<file path="config.mk">
export PLATFORM = sky130hd
export DESIGN_NAME = recompute_unit_scheduler
export DESIGN_NICKNAME = d
export VERILOG_FILES = /design/src/rtl/recompute_pkg.sv /design/src/rtl/ru_issue_channel.sv /design/src/rtl/recompute_unit_scheduler.sv
export SDC_FILE = /design/constraint.sdc
export NUM_CORES = 1
export LEC_CHECK = 0
export CORE_MARGIN = 2
export CORE_UTILIZATION = 40
export CTS_CLUSTER_DIAMETER = 100
export DETAILED_ROUTE_END_ITERATION = 6
export SETUP_SLACK_MARGIN = 0.15
export SLEW_MARGIN = 5
export SYNTH_ARGS = -nofsm -noshare
export SYNTH_HDL_FRONTEND = slang
export SYNTH_SLANG_ARGS = --single-unit
</file>
<file path="constraint.sdc">
create_clock -name clk -period 13.07 [get_ports clk]
set_input_delay 2.614 -clock clk [delete_from_list [all_inputs] [get_ports clk]]
set_output_delay 2.614 -clock clk [all_outputs]
set_load 0.01 [all_outputs]
</file>
<file path="src/rtl/recompute_pkg.sv">
// recompute_pkg: scheduler states, fault coordinate record and width helpers for recompute_unit_scheduler
package recompute_pkg;
  typedef enum logic [1:0] {IDLE, SCAN, ISSUE, DONE} sched_state_e;
  function automatic int clog2_min1(input int n);
    return (n > 1) ? $clog2(n) : 1;
  endfunction
  localparam int DEF_ROWS = 4;
  localparam int DEF_COLS = 4;
  localparam int DEF_NUM_RU = 4;
  localparam int DEF_RW = clog2_min1(DEF_ROWS);
  localparam int DEF_CW = clog2_min1(DEF_COLS);
  typedef struct packed {
    logic [DEF_RW-1:0] row;
    logic [DEF_CW-1:0] col;
  } pe_coord_t;
endpackage

</file>
<file path="src/rtl/ru_issue_channel.sv">
// ru_issue_channel: one RU beat stream sweeping k = 0..COLS-1 over a loaded fault coordinate
module ru_issue_channel #(
  parameter int COLS = 4,
  parameter int RW   = 2,
  parameter int CW   = 2
) (
  input  logic          clk,
  input  logic          rst,
  input  logic          i_load,
  input  logic [RW-1:0] i_row,
  input  logic [CW-1:0] i_col,
  input  logic          i_ready,
  output logic          o_valid,
  output logic          o_last,
  output logic [RW-1:0] o_row,
  output logic [CW-1:0] o_col,
  output logic [CW-1:0] o_k
);
  logic          r_valid;
  logic [RW-1:0] r_row;
  logic [CW-1:0] r_col, r_k;
  logic          w_last;
  assign w_last = r_valid && (r_k == CW'(COLS - 1));
  always_ff @(posedge clk)
    if (rst) begin
      r_valid <= 1'b0;
      r_row   <= '0;
      r_col   <= '0;
      r_k     <= '0;
    end else if (i_load) begin
      r_valid <= 1'b1;
      r_row   <= i_row;
      r_col   <= i_col;
      r_k     <= '0;
    end else if (r_valid && i_ready) begin
      r_valid <= !w_last;
      r_k     <= w_last ? r_k : r_k + 1'b1;
    end
  assign o_valid = r_valid;
  assign o_last  = w_last;
  assign o_row   = r_row;
  assign o_col   = r_col;
  assign o_k     = r_k;
endmodule

</file>
<file path="src/rtl/recompute_unit_scheduler.sv">
// recompute_unit_scheduler: scans the STW pass/fail matrix, lists faulty PEs and streams recompute beats to the RU bank.
// RECOMPUTE_MULTI_PASS_EN: list holds every fault and RUs that finish pull further entries.
module recompute_unit_scheduler
  import recompute_pkg::*;
#(
  parameter  int ROWS   = DEF_ROWS,
  parameter  int COLS   = DEF_COLS,
  parameter  int NUM_RU = DEF_NUM_RU,
  localparam int RW     = clog2_min1(ROWS),
  localparam int CW     = clog2_min1(COLS),
  localparam int FW     = $clog2(ROWS * COLS + 1)
) (
  input  logic                 clk,
  input  logic                 rst,
  input  logic                 scan_start,
  input  logic [ROWS*COLS-1:0] stw_result,
  output logic                 busy,
  output logic                 done,
  output logic [FW-1:0]        fault_count,
  output logic                 overflow,
  output logic [NUM_RU-1:0]    ru_valid,
  input  logic [NUM_RU-1:0]    ru_ready,
  output logic [NUM_RU*RW-1:0] ru_row,
  output logic [NUM_RU*CW-1:0] ru_col,
  output logic [NUM_RU*CW-1:0] ru_k,
  output logic [NUM_RU-1:0]    ru_last
);
  localparam int CELLS = ROWS * COLS;
  localparam int IW    = clog2_min1(CELLS);
`ifdef RECOMPUTE_MULTI_PASS_EN
  localparam int DEPTH = CELLS;
`else
  localparam int DEPTH = NUM_RU;
`endif
  localparam int LW = clog2_min1(DEPTH);
  sched_state_e      r_state, w_state_n;
  logic [IW-1:0]     r_idx;
  logic [FW-1:0]     r_fc, r_next, w_limit, w_take;
  logic              r_ovf, w_fault, w_full;
  logic [RW-1:0]     r_lrow [DEPTH];
  logic [CW-1:0]     r_lcol [DEPTH];
  logic [RW-1:0]     w_srow;
  logic [CW-1:0]     w_scol;
  logic [NUM_RU-1:0] w_load, w_valid;
  logic [LW-1:0]     w_sel [NUM_RU];
  int                w_n;
  assign w_fault = (r_state == SCAN) && !stw_result[r_idx];
  assign w_full  = r_fc >= FW'(DEPTH);
  assign w_limit = w_full ? FW'(DEPTH) : r_fc;
  assign w_srow  = RW'(int'(r_idx) / COLS);
  assign w_scol  = CW'(int'(r_idx) % COLS);
  // idle RUs take consecutive pending entries, lowest RU index first
  always_comb begin
    w_n    = int'(r_next);
    w_load = '0;
    for (int i = 0; i < NUM_RU; i++) begin
      w_sel[i] = LW'(w_n);
      if (r_state == ISSUE && !w_valid[i] && w_n < int'(w_limit)) begin
        w_load[i] = 1'b1;
        w_n       = w_n + 1;
      end
    end
    w_take = FW'(w_n - int'(r_next));
  end
  always_comb begin
    w_state_n = r_state;
    case (r_state)
      IDLE:    w_state_n = scan_start ? SCAN : IDLE;
      SCAN:    if (r_idx == IW'(CELLS - 1)) w_state_n = (r_fc == '0 && !w_fault) ? DONE : ISSUE;
      ISSUE:   if (!(|w_valid) && r_next == w_limit) w_state_n = DONE;
      DONE:    w_state_n = IDLE;
      default: w_state_n = IDLE;
    endcase
  end
  always_ff @(posedge clk)
    if (rst) begin
      r_state <= IDLE;
      r_idx   <= '0;
      r_fc    <= '0;
      r_ovf   <= 1'b0;
      r_next  <= '0;
      for (int i = 0; i < DEPTH; i++) begin
        r_lrow[i] <= '0;
        r_lcol[i] <= '0;
      end
    end else begin
      r_state <= w_state_n;
      if (r_state == IDLE && scan_start) begin
        r_idx  <= '0;
        r_fc   <= '0;
        r_ovf  <= 1'b0;
        r_next <= '0;
      end else if (r_state == SCAN) begin
        r_idx <= r_idx + 1'b1;
        if (w_fault) r_fc <= r_fc + 1'b1;
        if (w_fault && w_full) r_ovf <= 1'b1;
        if (w_fault && !w_full) begin
          r_lrow[LW'(r_fc)] <= w_srow;
          r_lcol[LW'(r_fc)] <= w_scol;
        end
      end else begin
        r_next <= r_next + w_take;
      end
    end
  for (genvar i = 0; i < NUM_RU; i++) begin : g_ru
    ru_issue_channel #(.COLS(COLS), .RW(RW), .CW(CW)) u_ch (
      .clk     (clk),
      .rst     (rst),
      .i_load  (w_load[i]),
      .i_row   (r_lrow[w_sel[i]]),
      .i_col   (r_lcol[w_sel[i]]),
      .i_ready (ru_ready[i]),
      .o_valid (w_valid[i]),
      .o_last  (ru_last[i]),
      .o_row   (ru_row[i*RW +: RW]),
      .o_col   (ru_col[i*CW +: CW]),
      .o_k     (ru_k[i*CW +: CW])
    );
  end
  assign ru_valid    = w_valid;
  assign busy        = r_state != IDLE;
  assign done        = r_state == DONE;
  assign fault_count = r_fc;
  assign overflow    = r_ovf;
endmodule
</file>
==> run_results.csv, run 1 <==
group,metric,value,unit
worst_setup_path,timing.rr.end,"r_next[4]$_SDFFE_PP0N_",
place,final_replace_weighted_congestion,0.891,
global_route,grt_max_degree,36,
final_layout,net_count_final,610,
route,vias,3912,
clock_tree,cts_buffers,9,
sta,fin_skew,0.00815,ns
worst_setup_path,startpoint_type,"flip-flop",
yosys,yosys_most_used_dff,"dfxtp_1",
yosys,synth_seq_area_share,29.1,%
route,antenna_violating_nets_post_route,0,
worst_setup_path,crit_path_frequent_cell,"ha_1",
sta,tightest_slew,1.07,ns
final_layout,layout-drive-gt1-share,11.0,%
yosys,syn-mean-instance-area,9.44,µm²
worst_hold_path,holdPathStages,2,
power_and_ir_drop,vdd_ir_drop_max,0.0000889,V
place,numPortBuffers,62,
final_layout,finalInstanceArea,0.00572,mm²
worst_setup_path,minimum_setup_slack_among_reg_to_reg_paths,2.20,ns
sta,grt_setup_unrepaired,"false",
clock_tree,clk_latency,0.33,ns
die,die_height,113,µm
clock_tree,cts_root_buffer,"clkbuf_16",
final_layout,insertedDiodeCount,0,
global_route,grt_util_all_layers,18.3,%
clock_tree,cts.repair_timing.setup_buffer_count,0,
run,timing.max_cap.violations,0,
yosys,post_synth_num_cell_types,71,
final_layout,most_used_cells_in_the_layout_excluding_fill_and_tap_cells,"clkdlybuf4s50_1 (62), dfxtp_1 (45), nand2_1 (43)",
global_route,global_route.overflow_total,0,
worst_hold_path,holdCritPathClass,"reg2reg",
place,detailedPlace.worstSlack,2.35,ns
die,core-area,0.0115,mm²
worst_setup_path,crit_start,"fault_count[3]$_SDFFE_PP0P_",
yosys,synthesis.yosys.warnings,0,
yosys,synth_enable_flop_cells,16,
worst_setup_path,worst_r2r_path_depth,39,
worst_setup_path,cp.required,13.27,ns
yosys,syn_inst,503,
worst_hold_path,min_from,"g_ru[0].u_ch.o_col[1]$_SDFFE_PP0N_",
die,die_x,113,µm
die,die_area,0.0128,mm²
yosys,ys_ff_latch,61,
sta,final-setup-viol-count,0,
place,place_inst,684,
sta,slew_headroom,26.5,%
clock_tree,clock_edge_transition_at_the_registers_on_the_reported_setup_and_hold_paths,0.05,ns
worst_hold_path,hold_end,"g_ru[0].u_ch.o_col[1]$_SDFFE_PP0N_",
clock_tree,clk_path_buf_depth,2,
route,post_drt_wl_per_cell,16.3,µm
yosys,syn-cell-area,0.00475,mm²
route,drcViolationCount,6,
sta,timing.final.ws_setup,2.20,ns
final_layout,synthToLayoutAreaGrowth,20.4,%
clock_tree,postCtsResizedCells,0,
sta,timing.final.crit_share,83.2,%
sta,hold_viol,0,
global_route,grt_pass1_vias,3820,
route,dr.first_iter.drc_count,140,
place,detailedPlacementHpwl,8620,µm
clock_tree,cts_hold_buffers,0,
route,drtPass1Iterations,6,
route,detail_route.vias_per_cell,5.59,
global_route,first_pass_grt_wire_length,18900,µm
die,std_cell_rows,39,
sta,timing_max_transition_violations_final,0,
clock_tree,tritoncts_clock_tree,"built",
worst_setup_path,critical_path_class,"reg2reg",
clock_tree,numClockSinks,61,
worst_setup_path,critical_path.max_stage_delay,0.93,ns
route,postRouteWirelength,11400,µm
sta,post-route-min-period,10.87,ns
final_layout,final_cells,700,
worst_setup_path,crit_slowest_cell,"mux2i_1",
sta,fin_setup_tns,0,ns
place,dpl_cell_area,0.00540,mm²
status,status,"complete, but fails checks",
status,violations,"design-rule violations",
sta,max_freq,92.0,MHz
worst_setup_path,cp_max_fo,17,
power_and_ir_drop,leakage,2.31,nW
final_layout,mostFrequentLayoutCell,"clkdlybuf4s50_1",
clock_tree,ctsHtreeMaxLevel,3,
worst_setup_path,critical_path.reg2reg.startpoint,"fault_count[3]$_SDFFE_PP0P_",
worst_setup_path,worstPathArrival,11.08,ns
die,top_level_ports,63,
global_route,grt_antenna_before_repair,0,
die,initial_core_util,41.2,%
yosys,synthArstFlopShare,0,%
worst_setup_path,end_kind,"flip-flop",
power_and_ir_drop,power_per_cell_area,198,mW/mm²
-- Yosys cell counts, types with 2 or more instances --
library cell	instances	area share [%]
dfxtp_1	45	19
nand2_1	43	3.4
nor2_1	39	3.1
mux2i_1	36	7.6
ha_1	35	9.2
a21oi_1	26	2.7
and2_1	18	2.4
clkbuf_1	16	1.3
edfxtp_1	16	10
inv_1	14	1.1
xnor2_1	13	2.4
xor2_1	13	2.4
and3_1	12	1.6
mux4_2	12	5.7
nand3_1	12	1.3
nand4_1	11	1.4
nor3_1	11	1.2
buf_4	10	1.6
a21o_1	9	1.4
o211ai_1	7	1.1
nand3b_1	6	0.95
o21ai_0	6	0.63
mux2_2	5	1.2
nand2b_1	5	0.66
o21ai_1	5	0.53
a211oi_1	4	0.63
buf_2	4	0.42
o21a_1	4	0.63
or3_1	4	0.53
xnor2_2	4	1.4
a211oi_2	3	0.79
a21boi_1	3	0.47
a31oi_1	3	0.40
buf_6	3	0.71
o2111ai_1	3	0.55
o31ai_1	3	0.47
a21oi_2	2	0.37
a31oi_4	2	0.90
nor2b_1	2	0.26
nor4_1	2	0.26
xnor2_4	2	1.2
-- worst max path at each step --
| stage | end | cells after the start |
|---|---|---|
| after floorplan | r_next[4]$_SDFFE_PP0N_ | 43 |
| after global placement | r_next[4]$_SDFFE_PP0N_ | 39 |
| after detailed placement | r_next[4]$_SDFFE_PP0N_ | 39 |
| after CTS | r_next[4]$_SDFFE_PP0N_ | 39 |
| after global routing | r_next[4]$_SDFFE_PP0N_ | 39 |
| final | r_next[4]$_SDFFE_PP0N_ | 39 |
-- metal layers --
layer / routed length [µm] / track usage, %
met1: 5130 / 23.8
met2: 5340 / 30.4
met3: 719 / 3.70
met4: 257 / 6.75
met5: 0 / 0
-- per-stage QoR --
step                      hold WS [ns]  utilization [%]  total power [mW]
after floorplan                  0.466                -             0.748
final                            0.456             49.7              1.13
after CTS                        0.462             49.7              1.14
after detailed placement         0.455             46.9             0.878
after global placement           0.450             46.9             0.872
after global routing             0.479             49.7              1.21
-- worst max-delay path: cells and delay by family (launching register included) --
kind            cells  cell delay (ns)
buf+inv             5             0.79
simple gates        6             1.74
flops               1             0.37
compound gates     16             4.20
xor+xnor            3             0.71
fa+ha+maj           6             1.52
mux                 3             1.42
-- where the power goes --
part	internal (mW)	leakage, nW	switching (mW)
registers	0.219	0.529	0.0358
logic	0.284	1.62	0.340
clock network	0.172	0.153	0.0823
total	0.675	2.31	0.458
-- logic make-up after synthesis --
kind of cell / share of synthesized area [%]
xor gates and xnor gates: 7.33
AOI/OAI and AO/OA: 15.2
and+or+nand+nor: 19.0
buffers and inverters: 5.16
DFF: 29.1
adders and majority gates: 9.46
other: 0.0790
muxes: 14.7
-- flip-flops by register name (all words and copies together), names as in the netlist, 5 cells and up --
| name | flops |
|---|---|
| g_ru.u_ch.o_col | 8 |
| g_ru.u_ch.o_row | 8 |
| r_lrow | 8 |
| r_lcol | 8 |
| g_ru.u_ch.o_k | 8 |
| fault_count | 5 |
| r_next | 5 |
-- cell type report --
class	count	area (µm²)
fill	1111	5800
multi-input combinational	401	3150
sequential	61	1380
timing repair buffer	64	636
clock buffer	12	246
tap	143	179
clock inverter	4	72.6
inverter	15	56.3
Power figures use the tool's default switching activity.
==> run 2: changes to the inputs <==
Clock period 13.07 ns to 9.6 ns, I/O delays scaled along.
==> run_results.csv, run 2 (synthesis results as in run 1) <==
group,metric,value,unit
place,final_replace_weighted_congestion,0.905,
sta,timing_max_transition_violations_final,0,
worst_setup_path,worstPathArrival,8.95,ns
route,detail_route.vias_per_cell,5.43,
worst_hold_path,min_from,"g_ru[1].u_ch.o_row[1]$_SDFFE_PP0N_",
worst_setup_path,cp_max_fo,8,
sta,fin_setup_tns,0,ns
global_route,grt_antenna_before_repair,0,
worst_setup_path,minimum_setup_slack_among_reg_to_reg_paths,0.85,ns
final_layout,net_count_final,626,
status,violations,"design-rule violations",
worst_setup_path,crit_start,"fault_count[3]$_SDFFE_PP0P_",
final_layout,insertedDiodeCount,0,
sta,hold_viol,0,
final_layout,layout-drive-gt1-share,13.3,%
global_route,first_pass_grt_wire_length,19600,µm
die,std_cell_rows,39,
final_layout,register_area,0.00138,mm²
worst_setup_path,crit_slowest_cell,"or3b_2",
global_route,grt_util_all_layers,18.9,%
final_layout,fillerInstances,1078,
place,detailedPlacementHpwl,8920,µm
clock_tree,numClockSinks,61,
worst_setup_path,startpoint_type,"flip-flop",
clock_tree,clock_edge_transition_at_the_registers_on_the_reported_setup_and_hold_paths,0.05,ns
sta,timing.final.ws_setup,0.846,ns
sta,fin_worst_hold_slack,0.465,ns
die,die_height,113,µm
clock_tree,cts_buffers,9,
sta,grt_setup_unrepaired,"false",
sta,fin_skew,0.00848,ns
die,core-area,0.0115,mm²
power_and_ir_drop,power_per_cell_area,270,mW/mm²
final_layout,most_used_cells_in_the_layout_excluding_fill_and_tap_cells,"clkdlybuf4s50_1 (62), dfxtp_1 (45), nand2_1 (43)",
clock_tree,clk_latency,0.32,ns
sta,max_freq,114,MHz
place,detailedPlace.worstSlack,0.805,ns
route,post_drt_wl_per_cell,16.3,µm
power_and_ir_drop,vdd_ir_drop_max,0.000138,V
route,dr.first_iter.drc_count,283,
clock_tree,ctsHtreeMaxLevel,3,
route,drcViolationCount,6,
worst_setup_path,critical_path_class,"reg2reg",
run,timing.max_cap.violations,0,
die,top_level_ports,63,
route,antenna_violating_nets_post_route,0,
clock_tree,cts_root_buffer,"clkbuf_16",
clock_tree,tritoncts_clock_tree,"built",
clock_tree,cts_hold_buffers,0,
die,die_area,0.0128,mm²
route,vias,3887,
worst_setup_path,critical_path.reg2reg.startpoint,"fault_count[3]$_SDFFE_PP0P_",
sta,timing.final.crit_share,91.2,%
sta,post-route-min-period,8.75,ns
final_layout,mostFrequentLayoutCell,"clkdlybuf4s50_1",
route,postRouteWirelength,11700,µm
worst_setup_path,critical_path.max_stage_delay,0.44,ns
global_route,global_route.overflow_total,0,
final_layout,synthToLayoutAreaGrowth,22.8,%
worst_setup_path,end_kind,"flip-flop",
clock_tree,clk_path_buf_depth,2,
final_layout,finalInstanceArea,0.00583,mm²
die,initial_core_util,41.2,%
final_layout,multi_input_logic_area,0.00315,mm²
worst_setup_path,cp.required,9.80,ns
route,drtPass1Iterations,7,
place,dpl_cell_area,0.00551,mm²
sta,final-setup-viol-count,0,
sta,tightest_slew,0.692,ns
power_and_ir_drop,leakage,2.38,nW
die,die_x,113,µm
global_route,grt_pass1_vias,3924,
sta,slew_headroom,53.9,%
worst_hold_path,holdCritPathClass,"reg2reg",
place,numPortBuffers,62,
global_route,grt_max_degree,36,
status,status,"complete, but fails checks",
==> run 2: changes by cell type in the layout (fill, tap and decap cells not counted) <==
cell and change:
clkbuf_1 +1, clkbuf_8 -1, buf_4 +16
==> run 2: stage by stage <==
step                util (%)  power, mW  instances
floorplan                  -       1.02        510
global placement        47.8       1.23        698
detailed placement      47.8       1.24        698
CTS                     50.5       1.59        714
global route            50.6       1.70        716
finish                  50.6       1.58        716
==> run 2: final timing paths <==
path | endpoint | cells past startpoint
setup / recovery | r_next[4]$_SDFFE_PP0N_ | 38
hold / removal | g_ru[1].u_ch.o_row[1]$_SDFFE_PP0N_ | 2
setup reg to reg | r_next[4]$_SDFFE_PP0N_ | 38
hold reg to reg | g_ru[1].u_ch.o_row[1]$_SDFFE_PP0N_ | 2
==> run 2: final cells by class <==
cell class / instances / share of cell area (%)
clock buffer: 12 / 4.06
multi-input combinational: 401 / 54.0
clock inverter: 4 / 1.24
timing repair buffer: 80 / 13.0
tap: 143 / 3.07
inverter: 15 / 0.966
sequential: 61 / 23.7
==> run 2: critical path: cells and delay by family, from the launching register on <==
kind,cells,cell delay (ns)
compound gates,13,2.46
xor+xnor,6,1.30
fa+ha+maj,5,1.45
buf+inv,2,0.37
flops,1,0.37
mux,1,0.35
simple gates,11,2.34
==> run 2: routing by layer <==
layer  vias up  share of wire (%)  GRT usage [%]
met1      1817                 47           26.0
li1       1951                  -              -
met3        11                5.7           3.27
met5         -                  0              0
met4         0                1.2           4.63
met2       108                 46           31.0
==> run 2: repair_timing <==
action,in CTS,in global routing
resized for setup,0,0
buffers inserted,0,2
endpoints found under the setup margin,0,1
==> run 2: report_power, final <==
part           total [mW]  internal (mW)  switching [mW]
clock network       0.337          0.227           0.110
logic               0.898          0.413           0.485
registers           0.340          0.299          0.0419
total                1.58          0.938           0.637
